[src/rtl/prefetch_unit_if.sv]
// prefetch_unit_if: redirect, instruction-memory and decode-side signals of the prefetch unit.
interface prefetch_unit_if #(
    parameter int PC_WIDTH = 9,
    parameter int XLEN     = 32,
    parameter int DEPTH    = 4
);
    logic                       redirect_enable;
    logic [PC_WIDTH-1:0]        redirect_address;
    logic [PC_WIDTH-3:0]        imem_address;
    logic                       imem_read_enable;
    logic [XLEN-1:0]            imem_data;
    logic                       out_valid;
    logic                       out_ready;
    logic [XLEN-1:0]            out_instruction;
    logic [PC_WIDTH-1:0]        out_pc;
    logic [$clog2(DEPTH):0]     occupancy;

    modport slave (
        input  redirect_enable, redirect_address, imem_data, out_ready,
        output imem_address, imem_read_enable, out_valid, out_instruction, out_pc, occupancy
    );

    modport master (
        output redirect_enable, redirect_address, imem_data, out_ready,
        input  imem_address, imem_read_enable, out_valid, out_instruction, out_pc, occupancy
    );
endinterface

[src/rtl/prefetch_unit.sv]
// prefetch_unit: instruction prefetcher with a DEPTH-entry buffer over a 1-cycle-latency instruction memory.
module prefetch_unit #(
    parameter int PC_WIDTH = 9,
    parameter int XLEN     = 32,
    parameter int DEPTH    = 4,
    parameter int RESET_PC = 0
) (
    input  logic                  clock,
    input  logic                  reset,
    prefetch_unit_if.slave        bus
);
    localparam int AW = $clog2(DEPTH);
    localparam int CW = AW + 1;

    logic [PC_WIDTH-1:0] r_fetch_pc, r_inflight_pc, w_req_pc;
    logic                r_inflight, w_req, w_push, w_pop;
    logic [AW-1:0]       r_wptr, r_rptr;
    logic [CW-1:0]       r_count;
    logic [XLEN-1:0]     r_instr [DEPTH];
    logic [PC_WIDTH-1:0] r_pc [DEPTH];

    // The in-flight request reserves a slot, so its push can never find the buffer full.
    always_comb begin
        w_req_pc = bus.redirect_enable ? (bus.redirect_address & ~PC_WIDTH'(3)) : r_fetch_pc;
        w_req    = !reset && (bus.redirect_enable ||
                   (({1'b0, r_count} + (CW+1)'(r_inflight)) < (CW+1)'(DEPTH)));
        w_push   = r_inflight && !bus.redirect_enable;
        w_pop    = (r_count != '0) && bus.out_ready && !bus.redirect_enable;
    end

    assign bus.imem_address     = w_req_pc[PC_WIDTH-1:2];
    assign bus.imem_read_enable = w_req;
    assign bus.occupancy        = r_count;
    assign bus.out_valid        = r_count != '0;
    assign bus.out_instruction  = bus.out_valid ? r_instr[r_rptr] : '0;
    assign bus.out_pc           = bus.out_valid ? r_pc[r_rptr] : '0;

    always_ff @(posedge clock) begin
        if (reset) begin
            r_fetch_pc    <= PC_WIDTH'(RESET_PC);
            r_inflight    <= 1'b0;
            r_inflight_pc <= '0;
            r_wptr        <= '0;
            r_rptr        <= '0;
            r_count       <= '0;
        end else begin
            r_inflight <= w_req;
            if (w_req) begin
                r_inflight_pc <= w_req_pc;
                r_fetch_pc    <= w_req_pc + PC_WIDTH'(4);
            end
            if (bus.redirect_enable) begin
                r_wptr  <= '0;
                r_rptr  <= '0;
                r_count <= '0;
            end else begin
                r_wptr  <= r_wptr + AW'(w_push);
                r_rptr  <= r_rptr + AW'(w_pop);
                r_count <= r_count + CW'(w_push) - CW'(w_pop);
            end
        end
    end

    always_ff @(posedge clock) begin
        if (w_push) begin
            r_instr[r_wptr] <= bus.imem_data;
            r_pc[r_wptr]    <= r_inflight_pc;
        end
    end
endmodule
[src/flat_wrapper.sv]
// flat-port wrapper written by rule: the top's interface ports become plain ports
module prefetch_unit_flat 
#(
    parameter int PC_WIDTH = 9,
    parameter int XLEN     = 32,
    parameter int DEPTH    = 4,
    parameter int RESET_PC = 0
)
  (clock, reset, bus_redirect_enable, bus_redirect_address, bus_imem_data, bus_out_ready, bus_imem_address, bus_imem_read_enable, bus_out_valid, bus_out_instruction, bus_out_pc, bus_occupancy);
  prefetch_unit_if #(.PC_WIDTH(PC_WIDTH), .XLEN(XLEN), .DEPTH(DEPTH)) bus_i ();
  input  logic clock;
  input  logic reset;
  input wire logic [$bits(bus_i.redirect_enable)-1:0] bus_redirect_enable;
  input wire logic [$bits(bus_i.redirect_address)-1:0] bus_redirect_address;
  input wire logic [$bits(bus_i.imem_data)-1:0] bus_imem_data;
  input wire logic [$bits(bus_i.out_ready)-1:0] bus_out_ready;
  output wire logic [$bits(bus_i.imem_address)-1:0] bus_imem_address;
  output wire logic [$bits(bus_i.imem_read_enable)-1:0] bus_imem_read_enable;
  output wire logic [$bits(bus_i.out_valid)-1:0] bus_out_valid;
  output wire logic [$bits(bus_i.out_instruction)-1:0] bus_out_instruction;
  output wire logic [$bits(bus_i.out_pc)-1:0] bus_out_pc;
  output wire logic [$bits(bus_i.occupancy)-1:0] bus_occupancy;
  assign bus_i.redirect_enable = bus_redirect_enable;
  assign bus_i.redirect_address = bus_redirect_address;
  assign bus_i.imem_data = bus_imem_data;
  assign bus_i.out_ready = bus_out_ready;
  assign bus_imem_address = bus_i.imem_address;
  assign bus_imem_read_enable = bus_i.imem_read_enable;
  assign bus_out_valid = bus_i.out_valid;
  assign bus_out_instruction = bus_i.out_instruction;
  assign bus_out_pc = bus_i.out_pc;
  assign bus_occupancy = bus_i.occupancy;
  prefetch_unit #(.PC_WIDTH(PC_WIDTH), .XLEN(XLEN), .DEPTH(DEPTH), .RESET_PC(RESET_PC)) u_core (.clock(clock), .reset(reset), .bus(bus_i));
endmodule
[config.mk]
export PLATFORM = sky130hd
export DESIGN_NAME = prefetch_unit_flat
export DESIGN_NICKNAME = d
export VERILOG_FILES = /design/src/rtl/prefetch_unit_if.sv /design/src/rtl/prefetch_unit.sv /design/src/flat_wrapper.sv
export SDC_FILE = /design/constraint.sdc
export NUM_CORES = 1
export LEC_CHECK = 0
export ABC_AREA = 1
export CORE_MARGIN = 8
export CORE_UTILIZATION = 50
export CTS_CLUSTER_SIZE = 30
export DETAILED_ROUTE_END_ITERATION = 7
export PLACE_DENSITY_LB_ADDON = 0.1
export SYNTH_ARGS = -nofsm -noshare
export SYNTH_HDL_FRONTEND = slang
export SYNTH_SLANG_ARGS = --single-unit
[constraint.sdc]
create_clock -name clock -period 7.3 [get_ports clock]
set_input_delay 1.095 -clock clock [delete_from_list [all_inputs] [get_ports clock]]
set_output_delay 1.095 -clock clock [all_outputs]
set_load 0.01 [all_outputs]
* Word level (Yosys, flattened, before mapping) *
Memories as Yosys holds them, arrays and structs flattened. A register that Yosys moved wholly into a read port is not among the register bits.
Cells that the tools add are included.

storage, ports and cells
  input port bits = 45
  memories = 2
  register bits after elaboration = 26
  output and inout bits = 53
  word-level logic and storage cells = 31
  bits in writable memories = 164

memories
  memory          depth  bits a word  rd ports  clocked after Yosys merged registers in  write ports  RTL line             text
  u_core.r_instr  4      32           1         1                                        1            prefetch_unit.sv:19  logic [XLEN-1:0] r_instr [DEPTH];
  u_core.r_pc     4      9            1         1                                        1            prefetch_unit.sv:20  logic [PC_WIDTH-1:0] r_pc [DEPTH];

cells by class
  reductions and logical operators = 9
  multiplexer cells = 7
  magnitude comparators = 1
  add/sub/neg operators = 6

operators by type and width
  kind                   number
  $mux W32               1
  $mux W9                2
  $add A9 B3 Y9 const B  1
  $add A2 B1 Y2          2
  $add A3 B1 Y4          1
  $logic_and A1 B1 Y1    4
  $lt A4 B3 Y1 const B   1
  $mux W2                2
  $add A3 B1 Y3          1
  $reduce_bool A3 Y1     1
  $sub A3 B1 Y3          1
  $logic_not A1 Y1       2
  $mux W1                2
  $reduce_or A2 Y1       1
  $logic_or A1 B1 Y1     1

* Depth between registers and ports, before layout *
  depth after elaboration = 5
  gate-level depth with buffers = 10
  gate-level depth less buffers = 9

* Least setup slack after synthesis *
No wires, ideal clock.

  path kind = input to register
  start = input bus_redirect_enable
  end = memory u_core.r_instr[0][0], enable pin
  setup slack = 2.767 ns
  library setup time = 0.484 ns
  path buffers = 1
  required time = 6.816 ns
  arrival = 4.049 ns
  stages on the path = 4
  path through = inv_2 buf_6 nand2_1 nor3_1

between the ends
  cells in the longest elaborated chain, start to end = 4

RTL lines
  item                           RTL line             text
  start, declared                flat_wrapper.sv:13   input wire logic [$bits(bus_i.redirect_enable)-1:0] bus_redirect_enable;
  $logic_not A1 Y1               prefetch_unit.sv:27  w_push = r_inflight && !bus.redirect_enable;
  $logic_and A1 B1 Y1            prefetch_unit.sv:27
  $mux W1                        prefetch_unit.sv:65  if (w_push) begin
  $mux W1 (implied by the code)  prefetch_unit.sv:66  r_instr[r_wptr] <= bus.imem_data;
  end, declared                  prefetch_unit.sv:19

No other way between the ends.

==> impl_results.html <==
<table>
<tr><th>Metric</th><th>Value</th></tr>
<tr><th colspan="2">Status</th></tr>
<tr><td>Result of the run</td><td>complete, no violations</td></tr>
<tr><th colspan="2">Clock network</th></tr>
<tr><td>Max H-tree Level</td><td>4</td></tr>
<tr><td>TritonCTS clock tree</td><td>yes</td></tr>
<tr><td>Clock tree buffer depth</td><td>2</td></tr>
<tr><td>Root buffer selected by CTS</td><td>sky130_fd_sc_hd__clkbuf_16</td></tr>
<tr><td>Count of hold buffers inserted by post-cts repair</td><td>0</td></tr>
<tr><td>Total number of clock tree sinks</td><td>178</td></tr>
<tr><td>Total setup buffers inserted after CTS</td><td>0</td></tr>
<tr><td>Clock latency at the later pin of the worst-skew pair</td><td>0.43 ns</td></tr>
<tr><td>Num CTS Buffers</td><td>17</td></tr>
<tr><td>Clock transition at path regs</td><td>0.06 ns</td></tr>
<tr><td>Number of instances resized during post-cts repair</td><td>0</td></tr>
<tr><th colspan="2">Place</th></tr>
<tr><td>Global placement routability congestion</td><td>0.7697</td></tr>
<tr><td>IO buf count</td><td>93</td></tr>
<tr><td>Estimated wirelength of the detail-placed design</td><td>8896 um</td></tr>
<tr><td>Dpl ws</td><td>3.051 ns</td></tr>
<tr><td>Number of placed instances, taps included</td><td>867</td></tr>
<tr><td>Instance area at placement</td><td>0.008240 sq mm</td></tr>
<tr><th colspan="2">Power</th></tr>
<tr><td>Lkg Pwr</td><td>3.114 nW</td></tr>
<tr><td>Maximum VDD drop</td><td>0.0001772 V</td></tr>
<tr><td>Pwr per Cell Area</td><td>249.2 mW/mm^2</td></tr>
<tr><th colspan="2">Floorplanning</th></tr>
<tr><td>Num ports</td><td>98</td></tr>
<tr><td>Initial Utilization</td><td>51.26%</td></tr>
<tr><td>Placeable core area</td><td>0.01393 sq mm</td></tr>
<tr><td>Height of the die</td><td>135.5 um</td></tr>
<tr><td>Die Outline Area</td><td>0.01837 sq mm</td></tr>
<tr><td>Core Rows</td><td>43</td></tr>
<tr><td>Horiz. Die Dim</td><td>135.5 um</td></tr>
<tr><th colspan="2">Yosys</th></tr>
<tr><td>Total of flip-flops plus latches after synthesis</td><td>178</td></tr>
<tr><td>Most used flip-flop cell after synthesis</td><td>sky130_fd_sc_hd__edfxtp_1</td></tr>
<tr><td>Number of warnings printed during yosys synthesis</td><td>0</td></tr>
<tr><td>Top-area cell type share of the netlist area</td><td>65.58%</td></tr>
<tr><td>Post-synthesis cell type with the largest combined area</td><td>sky130_fd_sc_hd__edfxtp_1</td></tr>
<tr><td>Gate count after technology mapping</td><td>616</td></tr>
<tr><td>Most instantiated cells after synthesis</td><td>sky130_fd_sc_hd__nor2_1, sky130_fd_sc_hd__edfxtp_1, sky130_fd_sc_hd__o21ai_0</td></tr>
<tr><td>Fraction of the yosys area taken by sequential cells</td><td>71.75%</td></tr>
<tr><td>Asr flop ratio synth</td><td>0%</td></tr>
<tr><td>Leading post-synthesis cells by cell area</td><td>sky130_fd_sc_hd__edfxtp_1, sky130_fd_sc_hd__nor2_1, sky130_fd_sc_hd__o21ai_0</td></tr>
<tr><td>Combined area of all synthesized cells</td><td>0.007143 sq mm</td></tr>
<tr><td>Number of flops mapped to enable cells by yosys</td><td>156</td></tr>
<tr><td>Post-synth cell types</td><td>31</td></tr>
<tr><td>Cell with the most instances after synthesis</td><td>sky130_fd_sc_hd__nor2_1</td></tr>
<tr><td>Average cell area after synthesis</td><td>11.60 sq um</td></tr>
<tr><th colspan="2">Global routing</th></tr>
<tr><td>Antenna violations before repair</td><td>1</td></tr>
<tr><td>Overflow left after global routing</td><td>0</td></tr>
<tr><td>Number of global-route vias before repair</td><td>4737</td></tr>
<tr><td>First-pass GRT wire length</td><td>24170 um</td></tr>
<tr><td>GRT Util Overall</td><td>17.35%</td></tr>
<tr><td>Pin count of the biggest net entering global routing</td><td>82</td></tr>
<tr><th colspan="2">Setup path</th></tr>
<tr><td>Startpoint Class</td><td>flop</td></tr>
<tr><td>Crit path launch</td><td>u_core.r_rptr[1]$_SDFF_PP0_</td></tr>
<tr><td>CP endpoint kind</td><td>output pin</td></tr>
<tr><td>RR Startpoint</td><td>u_core.bus.occupancy[0]$_SDFF_PP0_</td></tr>
<tr><td>Maximum fanout along the worst path</td><td>40</td></tr>
<tr><td>Crit Path Category</td><td>flop to output pin</td></tr>
<tr><td>Endpoint arrival time on the critical path</td><td>3.55 ns</td></tr>
<tr><td>Required time of the critical path</td><td>6.20 ns</td></tr>
<tr><th colspan="2">Route</th></tr>
<tr><td>Post-detailed-route via-to-cell ratio</td><td>5.220</td></tr>
<tr><td>Total length of routed wires</td><td>15370 um</td></tr>
<tr><td>Number of remaining DRC errors</td><td>0</td></tr>
<tr><td>Antenna-violating nets left</td><td>0</td></tr>
<tr><td>Detailed-router iteration count before antenna repair</td><td>5</td></tr>
<tr><td>Wire length per cell after detailed routing</td><td>17.10 um</td></tr>
<tr><td>Number of design-rule violations left by the first detailed-router iteration</td><td>366</td></tr>
<tr><td>Via count</td><td>4693</td></tr>
<tr><th colspan="2">Final layout</th></tr>
<tr><td>Multi-input gate area in the final layout</td><td>0.001773 sq mm</td></tr>
<tr><td>Layout cell share with drive strength beyond 1</td><td>8.762%</td></tr>
<tr><td>Final Core Density</td><td>63.60%</td></tr>
<tr><td>Antenna Diode Count</td><td>0</td></tr>
<tr><td>Count of filler cells inserted in the layout</td><td>1075</td></tr>
<tr><td>Non-filler instance count after layout</td><td>899</td></tr>
<tr><td>Synthesis-to-finish area growth</td><td>24.07%</td></tr>
<tr><td>Register cell area after layout</td><td>0.005127 sq mm</td></tr>
<tr><td>Number of nets in the finished design</td><td>757</td></tr>
<tr><td>Non-Filler Cell Area, Final</td><td>0.008862 sq mm</td></tr>
<tr><th colspan="2">Timing</th></tr>
<tr><td>Maximum frequency from static timing analysis</td><td>0.2154 GHz</td></tr>
<tr><td>Fin Setup TNS</td><td>0 ns</td></tr>
<tr><td>Number of pins with negative max-slew slack in the final report</td><td>0</td></tr>
<tr><td>Clock Skew</td><td>0.007291 ns</td></tr>
<tr><td>Number of setup violations in the final report</td><td>0</td></tr>
<tr><td>Fin worst setup slack</td><td>2.658 ns</td></tr>
<tr><td>RSZ-0062 raised after global routing</td><td>no</td></tr>
<tr><td>Worst rel slew slack</td><td>21.68%</td></tr>
<tr><td>Final critical-path share of the clock period</td><td>63.59%</td></tr>
<tr><td>Final Hold Violating Endpoints</td><td>0</td></tr>
<tr><td>Post-route minimum period</td><td>4.642 ns</td></tr>
<tr><td>Least-Margin Pin Slew</td><td>1.173 ns</td></tr>
<tr><th colspan="2">Run</th></tr>
<tr><td>Max-cap check violation count</td><td>0</td></tr>
<tr><th colspan="2">Min path</th></tr>
<tr><td>Worst hold start</td><td>u_core.r_fetch_pc[3]$_SDFFE_PP0P_</td></tr>
<tr><td>Hold crit path type</td><td>flop to flop</td></tr>
</table>
==> layout by cell type, fill, tap and decap left out, drive strengths merged <==
master and count:
nor2 168, edfxtp 156, o21ai 95, clkdlybuf4s50 93, nand2 44, a21oi 42
inv 26, clkbuf 24, dfxtp 22, buf 11, clkinv 8, nand3 7
ha 5, nor3 5, xor2 4, conb 2, nand4 1, or2 1
o21a 1, o21bai 1, xnor2 1, fa 1, bufinv 1
==> final cells by class <==
type / count / share of cell area (%)
Multi-Input combinational cell: 378 / 20.01
Sequential cell: 178 / 57.86
Tap cell: 180 / 2.541
Inverter: 27 / 1.144
Clock inverter: 8 / 0.7342
Clock buffer: 24 / 6.283
Timing Repair Buffer: 104 / 11.44
==> stage by stage <==
stage          power, W  hold WS (ns)
4_1_cts        0.002226        0.4596
6_report       0.002209        0.4537
3_3_place_gp   0.001304        0.4397
3_5_place_dp   0.001308        0.4460
5_1_grt        0.002286        0.4912
2_1_floorplan  0.001226        0.4262
==> per-layer routing <==
layer / global-route usage [%] / wire length [um]
met2: 29.22 / 7761
met1: 19.89 / 6566
met5: 0 / 13
met4: 6.231 / 197
met3: 6.417 / 834
==> cell families after synthesis <==
family,count (synthesis),synth area share (%)
AND/OR/NAND/NOR,226,12.51
XOR/XNOR,5,0.6130
adder cells (fa/ha/maj),6,1.156
flip-flops,178,71.75
buffers and inverters,61,3.854
other,1,0.05250
AO/OA/AOI/OAI,139,10.07
==> flip-flops by register name, indices dropped and copies added (netlist names) <==
name	flops
u_core.r_pc	28
u_core.r_rptr	2
u_core.r_fetch_pc	7
u_core.bus.occupancy	3
u_core.r_wptr	2
u_core.r_inflight_pc	7
u_core.r_instr	128
u_core.r_inflight	1
==> worst paths after layout <==
kind / endpoint / slack, ns / cells past startpoint
setup reg to reg: u_core.bus.occupancy[2]$_SDFF_PP0_ / 4.83 / 9
setup / recovery: bus_out_pc[8] / 2.66 / 6
hold reg to reg: u_core.r_fetch_pc[3]$_SDFFE_PP0P_ / 0.45 / 2
hold / removal: u_core.r_fetch_pc[3]$_SDFFE_PP0P_ / 0.45 / 2
==> critical path: stages (launching register included) <==
cell,delay [ns]
sky130_fd_sc_hd__dfxtp_2,0.99
sky130_fd_sc_hd__clkinv_1,0.54
sky130_fd_sc_hd__buf_4,0.42
sky130_fd_sc_hd__nor2_1,0.16
sky130_fd_sc_hd__o21ai_0,0.12
sky130_fd_sc_hd__a21oi_1,0.28
sky130_fd_sc_hd__clkdlybuf4s50_1,0.59
==> report_power, final <==
part | switching, W | internal (W) | leakage, nW
sequential | 0.0000101 | 0.00113 | 1.60
clock | 0.000359 | 0.000565 | 0.316
combinational | 0.0000774 | 0.0000673 | 1.19
total | 0.000446 | 0.00176 | 3.11
Power figures use the tool's default switching activity.
